--- src/rtl/cu_pkg.sv ---
// cu_pkg: shared definitions for the control-unit sequencer.
//   state_t     - 3-bit FSM state encoding, also exported on the debug port
//   *_BIT       - bit positions of the decoder's one-hot instruction vector
//   INSTR_W     - width of the instruction vector
//   TMO_W       - width of the memory-ack timeout counter (limit 1..255)
package cu_pkg;

  typedef enum logic [2:0] {
    ST_IDLE     = 3'd0,
    ST_FETCH    = 3'd1,
    ST_DECODE   = 3'd2,
    ST_EXEC_ADD = 3'd3,
    ST_EXEC_JMP = 3'd4,
    ST_LOAD     = 3'd5,
    ST_HALT     = 3'd6
  } state_t;

  localparam int ADD_BIT  = 0;
  localparam int JUMP_BIT = 1;
  localparam int LOAD_BIT = 2;
  localparam int HALT_BIT = 3;

  localparam int INSTR_W = 4;
  localparam int TMO_W   = 8;

endpackage

--- src/rtl/control_sequencer_ack_timeout.sv ---
// ack_timeout_counter: counts cycles a memory request waits for its ack.
//   clk_i, rst_ni      - clock and asynchronous active-low reset
//   clear_i            - zero the count (wins over counting)
//   count_en_i         - a memory request is outstanding this cycle
//   ack_i              - memory ack for the outstanding request
//   timeout_cycles_i   - wait limit, 1..255
//   expired_o          - this no-ack cycle brings the count to the limit
module ack_timeout_counter
  import cu_pkg::*;
(
  input  logic             clk_i,
  input  logic             rst_ni,
  input  logic             clear_i,
  input  logic             count_en_i,
  input  logic             ack_i,
  input  logic [TMO_W-1:0] timeout_cycles_i,
  output logic             expired_o
);

  logic [TMO_W-1:0] cnt_q;
  logic [TMO_W-1:0] cnt_d;
  logic [TMO_W:0]   cnt_inc;

  // One bit wider so the compare cannot alias on wrap.
  assign cnt_inc = {1'b0, cnt_q} + {{TMO_W{1'b0}}, 1'b1};

  // An ack in the same cycle the limit would be reached suppresses expiry.
  assign expired_o = count_en_i & ~ack_i & (cnt_inc == {1'b0, timeout_cycles_i});

  always_comb begin
    cnt_d = cnt_q;
    if (clear_i) begin
      cnt_d = '0;
    end else if (count_en_i && !ack_i) begin
      cnt_d = cnt_inc[TMO_W-1:0];
    end
  end

  always_ff @(posedge clk_i or negedge rst_ni) begin
    if (!rst_ni) begin
      cnt_q <= '0;
    end else begin
      cnt_q <= cnt_d;
    end
  end

endmodule

--- src/rtl/control_sequencer.sv ---
// control_sequencer: multi-cycle fetch/decode/execute FSM of the CU.
//   Clk, nReset   - clock, asynchronous active-low reset
//   Run           - start pulse, honoured in IDLE or HALT
//   Instruction   - one-hot decode: bit0 Add, bit1 Jump, bit2 Load, bit3 Halt
//   MemAck        - memory completion, only observed in FETCH and LOAD
//   MemReq/MemAddrSel      - memory read request and address select (1 = operand)
//   IRLoad/PCInc/PCLoad    - instruction register and PC strobes
//   AluEn/RegWrite         - ALU add enable and register-file write
//   Halted/Fault/State     - halt flag, sticky fault flag, debug state code
// Build option: define RETIRE_COUNT_EN to add a 16-bit RetireCount output.
module control_sequencer
  import cu_pkg::*;
#(
  parameter int TIMEOUT_CYCLES = 15
) (
  input  logic               Clk,
  input  logic               nReset,
  input  logic               Run,
  input  logic [INSTR_W-1:0] Instruction,
  input  logic               MemAck,
  output logic               MemReq,
  output logic               MemAddrSel,
  output logic               IRLoad,
  output logic               PCInc,
  output logic               PCLoad,
  output logic               AluEn,
  output logic               RegWrite,
  output logic               Halted,
  output logic               Fault,
  output logic [2:0]         State
`ifdef RETIRE_COUNT_EN
  ,
  output logic [15:0]        RetireCount
`endif
);

  state_t state_q;
  logic   fault_q;
  logic   mem_state;
  logic   ack_take;
  logic   tmo_clear;
  logic   tmo_expired;

  assign mem_state = (state_q == ST_FETCH) || (state_q == ST_LOAD);
  assign ack_take  = mem_state & MemAck;
  // Clearing outside the memory states and on every accepted ack guarantees
  // a zero count on each entry to FETCH or LOAD, including LOAD -> FETCH.
  assign tmo_clear = ~mem_state | ack_take;

  ack_timeout_counter u_tmo (
    .clk_i            (Clk),
    .rst_ni           (nReset),
    .clear_i          (tmo_clear),
    .count_en_i       (mem_state),
    .ack_i            (MemAck),
    .timeout_cycles_i (TMO_W'(TIMEOUT_CYCLES)),
    .expired_o        (tmo_expired)
  );

  always_ff @(posedge Clk or negedge nReset) begin
    if (!nReset) begin
      state_q <= ST_IDLE;
      fault_q <= 1'b0;
    end else begin
      case (state_q)
        ST_IDLE: begin
          if (Run) state_q <= ST_FETCH;
        end
        ST_FETCH: begin
          if (MemAck) begin
            state_q <= ST_DECODE;
          end else if (tmo_expired) begin
            state_q <= ST_HALT;
            fault_q <= 1'b1;
          end
        end
        ST_DECODE: begin
          if (!$onehot(Instruction)) begin
            state_q <= ST_HALT;
            fault_q <= 1'b1;
          end else if (Instruction[ADD_BIT]) begin
            state_q <= ST_EXEC_ADD;
          end else if (Instruction[JUMP_BIT]) begin
            state_q <= ST_EXEC_JMP;
          end else if (Instruction[LOAD_BIT]) begin
            state_q <= ST_LOAD;
          end else begin
            state_q <= ST_HALT;
          end
        end
        ST_EXEC_ADD: state_q <= ST_FETCH;
        ST_EXEC_JMP: state_q <= ST_FETCH;
        ST_LOAD: begin
          if (MemAck) begin
            state_q <= ST_FETCH;
          end else if (tmo_expired) begin
            state_q <= ST_HALT;
            fault_q <= 1'b1;
          end
        end
        ST_HALT: begin
          if (Run) begin
            state_q <= ST_FETCH;
            fault_q <= 1'b0;
          end
        end
        default: state_q <= ST_IDLE;
      endcase
    end
  end

  // Moore outputs decode from the state register; IRLoad/PCInc and the
  // LOAD-state RegWrite follow MemAck within the ack cycle.
  assign MemReq     = mem_state;
  assign MemAddrSel = (state_q == ST_LOAD);
  assign IRLoad     = (state_q == ST_FETCH) & MemAck;
  assign PCInc      = (state_q == ST_FETCH) & MemAck;
  assign PCLoad     = (state_q == ST_EXEC_JMP);
  assign AluEn      = (state_q == ST_EXEC_ADD);
  assign RegWrite   = (state_q == ST_EXEC_ADD) | ((state_q == ST_LOAD) & MemAck);
  assign Halted     = (state_q == ST_HALT);
  assign Fault      = fault_q;
  assign State      = state_q;

`ifdef RETIRE_COUNT_EN
  logic [15:0] retire_q;
  logic        retire_evt;

  assign retire_evt = (state_q == ST_EXEC_ADD) | (state_q == ST_EXEC_JMP) |
                      ((state_q == ST_LOAD) & MemAck);

  // Free-running retire counter; wraps naturally, untouched by Run.
  always_ff @(posedge Clk or negedge nReset) begin
    if (!nReset) begin
      retire_q <= '0;
    end else if (retire_evt) begin
      retire_q <= retire_q + 16'd1;
    end
  end

  assign RetireCount = retire_q;
`endif

endmodule

--- config.mk ---
export PLATFORM = sky130hd
export DESIGN_NAME = control_sequencer
export DESIGN_NICKNAME = d
export VERILOG_FILES = /design/src/rtl/cu_pkg.sv /design/src/rtl/control_sequencer_ack_timeout.sv /design/src/rtl/control_sequencer.sv
export SDC_FILE = /design/constraint.sdc
export NUM_CORES = 1
export LEC_CHECK = 0
export CAP_MARGIN = 25
export CORE_UTILIZATION = 46
export DETAILED_ROUTE_END_ITERATION = 6
export GPL_TIMING_DRIVEN = 0
export PLACE_DENSITY = 0.75
export SLEW_MARGIN = 40
export SYNTH_ARGS = -nofsm -noshare
export SYNTH_HDL_FRONTEND = slang
export SYNTH_HIERARCHICAL = 1
export SYNTH_SLANG_ARGS = --single-unit
--- constraint.sdc ---
create_clock -name Clk -period 2.1 [get_ports Clk]
set_input_delay 0.42 -clock Clk [delete_from_list [all_inputs] [get_ports Clk]]
set_output_delay 0.42 -clock Clk [all_outputs]
set_load 0.005 [all_outputs]
### Yosys cells after proc, flatten, opt, wreduce, memory -nomap -nowiden

Index checks and enable logic that the tools add are counted.

* register bits after elaboration: 12
* output and inout bits: 12
* word-level logic and storage cells: 55

* add/subtract/negate cells: 4
* eq/ne operators: 13
* mux-type cells: 16
* bitwise gates (word level): 9
* reductions and logical operators: 10

Operators by type and width (count)
* $mux W3: 6
* $mux W8: 2
* $pmux W3 S5: 1
* $add A8 B1 Y9 const B: 1
* $eq A3 B3 Y1 const B: 3
* $eq A9 B4 Y1 const B: 1
* $eq A3 B1 Y1 const B: 2
* $eq A3 B2 Y1 const B: 2
* $ne A2 B2 Y1 const B: 3
* $reduce_or A2 Y1: 3
* $and A1 B1 Y1: 5
* $reduce_and A5 Y1: 1
* $add A1 B1 Y2: 2
* $mux W1: 4
* $mux W2: 2
* $ne A2 B1 Y1 const B: 2
* $add A2 B2 Y3: 1
* $logic_not A3 Y1: 1
* $pmux W1 S3: 1
* $reduce_bool A3 Y1: 1
* $not A1 Y1: 2
* $or A1 B1 Y1: 2
* $reduce_bool A2 Y1: 1
* $logic_and A1 B1 Y1: 1
* other kinds (2): 2

### Logic depth before layout (Yosys ltp)

Gate-level depths: netlist of run 1.

* depth after elaboration: 7
* mapped depth: 9

### Hierarchy

The synthesis of run 1 kept the hierarchy.

By module, submodules not included
* ack_timeout_counter: instances 1, cells each 67, area each 613.1 µm², seq. area each 200.2 µm²
* control_sequencer: instances 1, cells each 57, area each 427.9 µm², seq. area each 100.1 µm²

### Worst setup path after synthesis of run 1

Ideal clock, no wire load.

* kind: input-to-reg
* start point: in Instruction[0]
* end point: reg state_q[1] (netlist: State[1])
* setup time: 0.122 ns
* data arrival time: 2.558 ns
* data required time: 1.978 ns
* setup slack: -0.580 ns
* stages on the path: 8
* buffers on the path: 0
* cells stage by stage: inv_1 fa_1 inv_1 ha_1 ha_1 or3b_4 or4_1 a32o_1

* word-level cells in the longest chain between the ends: 5

Ends and longest elaborated chain
* start, declared: line control_sequencer.sv:19 `input logic [INSTR_W-1:0] Instruction,`
* $add A1 B1 Y2 (implied by the code): line control_sequencer.sv:78 `if (!$onehot(Instruction)) begin`
* $add A2 B2 Y3 (implied by the code): line control_sequencer.sv:78
* $eq A3 B1 Y1: line control_sequencer.sv:78
* $mux W3 *: line control_sequencer.sv:78
* $pmux W3 S5 *: line control_sequencer.sv:65 `case (state_q)`
* end signal, assigned: line control_sequencer.sv:67 `if (Run) state_q <= ST_FETCH;`
* end signal, assigned: line control_sequencer.sv:79 `state_q <= ST_HALT;`
* end signal, assigned: line control_sequencer.sv:82 `state_q <= ST_EXEC_ADD;`
* end, declared: line control_sequencer.sv:37 `state_t state_q;`

Mark *: on every way between the ends. The rest lies on a longest branch, timed or not.
A chain may end at the register's enable or synchronous reset.

### Worst setup path in the final report of run 1

Same ends and word-level chain as after synthesis.

==> run metrics, run 1 <==
result of the run=complete, but fails checks; violated checks=negative setup slack; full die area=2460 sq um; fill cell count=134; Clock Root Buffer=sky130_fd_sc_hd__clkbuf_4; Area Overhead vs Synth=53.7%; number of iterations in the first detailed-routing pass=4; number of synthesized flops with an enable pin=0; net count of the finished layout=184; ys flop type=sky130_fd_sc_hd__dfrtp_1; worst ir drop on vdd=0.000562 V; clock tree from TritonCTS=done; Inst Count DP=181; aggregate negative setup slack=-0.440 ns; setup slack on the worst flop-to-flop path=0.06 ns; total power density per cell area=830 nW/um^2; data required time of the critical path=2.28 ns; Iter 0 DRT Violations=34; utilization after layout=78.4%; via count of the first global-routing pass=920; worst-case clock buffer depth=2; gate count of the mapped netlist=124; via count=1,049; pin count of the biggest net entering global routing=13; number of port buffers=19; maximum fanout encountered on the critical timing path=2; post-route fraction of the period consumed by the critical path=116%; max_slew headroom=62.4%; max cap viols=0; sequential share of the synthesized area=28.8%; row count=16; post-route ant nets=0; Synthesis Warnings=6; CTS Buf Count=3; number of placed I/O pins=20; instance area after placement=1340 sq um; Final Routed Wirelength=2870 um; Post-synth ARST share=100%; worst min-delay path category=primary input to async pin; Fmax=410 MHz; leak pwr=0.751 nW; kind of start point of the critical path=primary input; clock network latency to the later pin of the worst-skew pair=0.28 ns; number of endpoints with negative hold slack in the final report=0; Slew @ Worst Pin=0.562 ns; Total GRT Usage=21.7%; mapped cell area=1040 sq um; CTS sink count=12; ratio of cells with drive above 1 in the final layout=30.4%; Post-Layout Inst Area=1600 sq um; post-synthesis register bit count=12; global placement routability congestion=0.846; total power of the final layout=1.33 mW; antenna violations before repair=0; clock period minus worst slack=2.44 ns; non-filler instance count after layout=198; H-Tree Level Count=1; biggest area consumer among synthesized cells=sky130_fd_sc_hd__dfrtp_1; first-pass GRT wire length=4120 um; detail-routed net length per standard cell=14.5 um; Die Span Y=49.6 um; Inserted Diodes=0; DRC violations left=0; final global-route overflow total=0; area share of the largest cell type after synthesis=28.8%; Avg Synthesized Cell Area=8.40 sq um; setup violators final=4; worst endpoint data arrival time=2.61 ns; area of combinational cells with multiple inputs=826 sq um; RSZ-0062 raised after global routing=true; register area=305 sq um; core outline area=2040 sq um; commonest cells after routing, fill and taps aside=sky130_fd_sc_hd__nor2_1, sky130_fd_sc_hd__buf_4, sky130_fd_sc_hd__conb_1; Worst Path Class, Setup=primary input to flop; slack of the critical path=-0.338 ns; setup slack after placement=-1.22 ns; Reg clk slew, reported paths=0.10 ns; number of distinct library cells after synthesis=41; worst hold slack across all endpoints=0.490 ns; starting utilization of the core area=51.0%; most area-consuming cells after synthesis=sky130_fd_sc_hd__dfrtp_1, sky130_fd_sc_hd__xor2_1, sky130_fd_sc_hd__xnor2_1; max-slew violation count=0; placed wire-length estimate=1890 um; final setup skew=0.00821 ns; die outline width=49.6 um; DR vias/cell=5.30; CP Capture Type=flop
==> area by class of cell <==
type                            instances  area share (%)
Buffer                                  2           0.547
Clock buffer                            4            2.27
Inverter                               10            2.97
Multi-Input combinational cell        108            51.6
Sequential cell                        12            19.1
Tap cell                               27            2.11
Timing Repair Buffer                   35            21.4
==> worst max-delay path: stages <==
cell                     delay, ns
sky130_fd_sc_hd__buf_8        0.08
sky130_fd_sc_hd__inv_4        0.03
sky130_fd_sc_hd__fa_1         0.52
sky130_fd_sc_hd__inv_1        0.04
sky130_fd_sc_hd__ha_2         0.18
sky130_fd_sc_hd__ha_4         0.21
sky130_fd_sc_hd__or3b_4       0.37
sky130_fd_sc_hd__or4_4        0.48
sky130_fd_sc_hd__a32o_1       0.28
==> logic make-up (layout without fill, tap and decap cells) <==
group,after synthesis,after routing,share of synthesized area [%]
AO/OA/AOI/OAI,17,17,11.7
AND/OR/NAND/NOR,56,56,31.6
multiplexers,2,2,2.04
buffers and inverters,15,51,6.13
other,2,13,0.721
flip-flops,12,12,28.8
adder cells (fa/ha/maj),4,4,5.53
XOR/XNOR,16,16,13.5
==> final timing paths <==
kind / cells after the start / endpoint / from
max: 9 / State[1] / Instruction[0]
min reg2reg: 2 / Fault / Fault
min: 1 / u_tmo/cnt_q[6] / nReset
max reg2reg: 8 / State[0] / State[1]
min in group Clk: 5 / State[2] / Instruction[0]
max in group asynchronous: 1 / u_tmo/cnt_q[0] / nReset
==> registers in the layout (all words and copies together), names as in the netlist <==
name	cells
Fault	1
u_tmo/cnt_q	8
State	3
==> power breakdown <==
| part | switching (mW) | leakage (nW) | internal, mW |
|---|---|---|---|
| sequential | 0.0591 | 0.153 | 0.269 |
| clock | 0.0934 | 0.0210 | 0.105 |
| combinational | 0.351 | 0.577 | 0.450 |
==> cell usage after synthesis (all sizes together) (2+ instances only) <==
library cell	count
a21oi	3
a31oi	2
a32o	2
and2	4
buf	3
clkbuf	2
conb	2
dfrtp	12
ha	3
inv	10
nand2	6
nand2b	5
nand3	5
nand4b	2
nor2	13
nor2b	4
nor3	4
nor3b	3
o21ai	4
or3b	2
xnor2	6
xor2	10
==> metal layers <==
layer  share of wire, %  vias to the layer above  routed length (um)  global-route usage (%)
met2                 50                       39                1450                    36.3
met4               0.66                        0                  19                    6.19
met5                  0                        -                   0                       0
met3                4.3                        6                 122                    3.40
li1                   -                      512                   -                       -
met1                 45                      492                1280                    28.5
==> what timing repair did <==
| item | in CTS | in global routing |
|---|---|---|
| gates resized for setup | 26 | 26 |
| setup endpoints to repair | 12 | 11 |
| setup buffers | 2 | 14 |
| endpoints found under the hold margin | 0 | 0 |
| pin swaps | 5 | 9 |
| hold buffers | 0 | 0 |
Note: power is estimated with default switching activity, not from simulation.
==> run 2: changes to the inputs <==
--- a/config.mk
+++ b/config.mk
@@ -7,6 +7,7 @@
 export LEC_CHECK = 0
 export CAP_MARGIN = 25
 export CORE_UTILIZATION = 46
+export CTS_CLUSTER_SIZE = 8
 export DETAILED_ROUTE_END_ITERATION = 6
 export GPL_TIMING_DRIVEN = 0
 export PLACE_DENSITY = 0.75
==> results of run 2 <==
No change in the layout: final DEF, timing and power equal those of run 1.
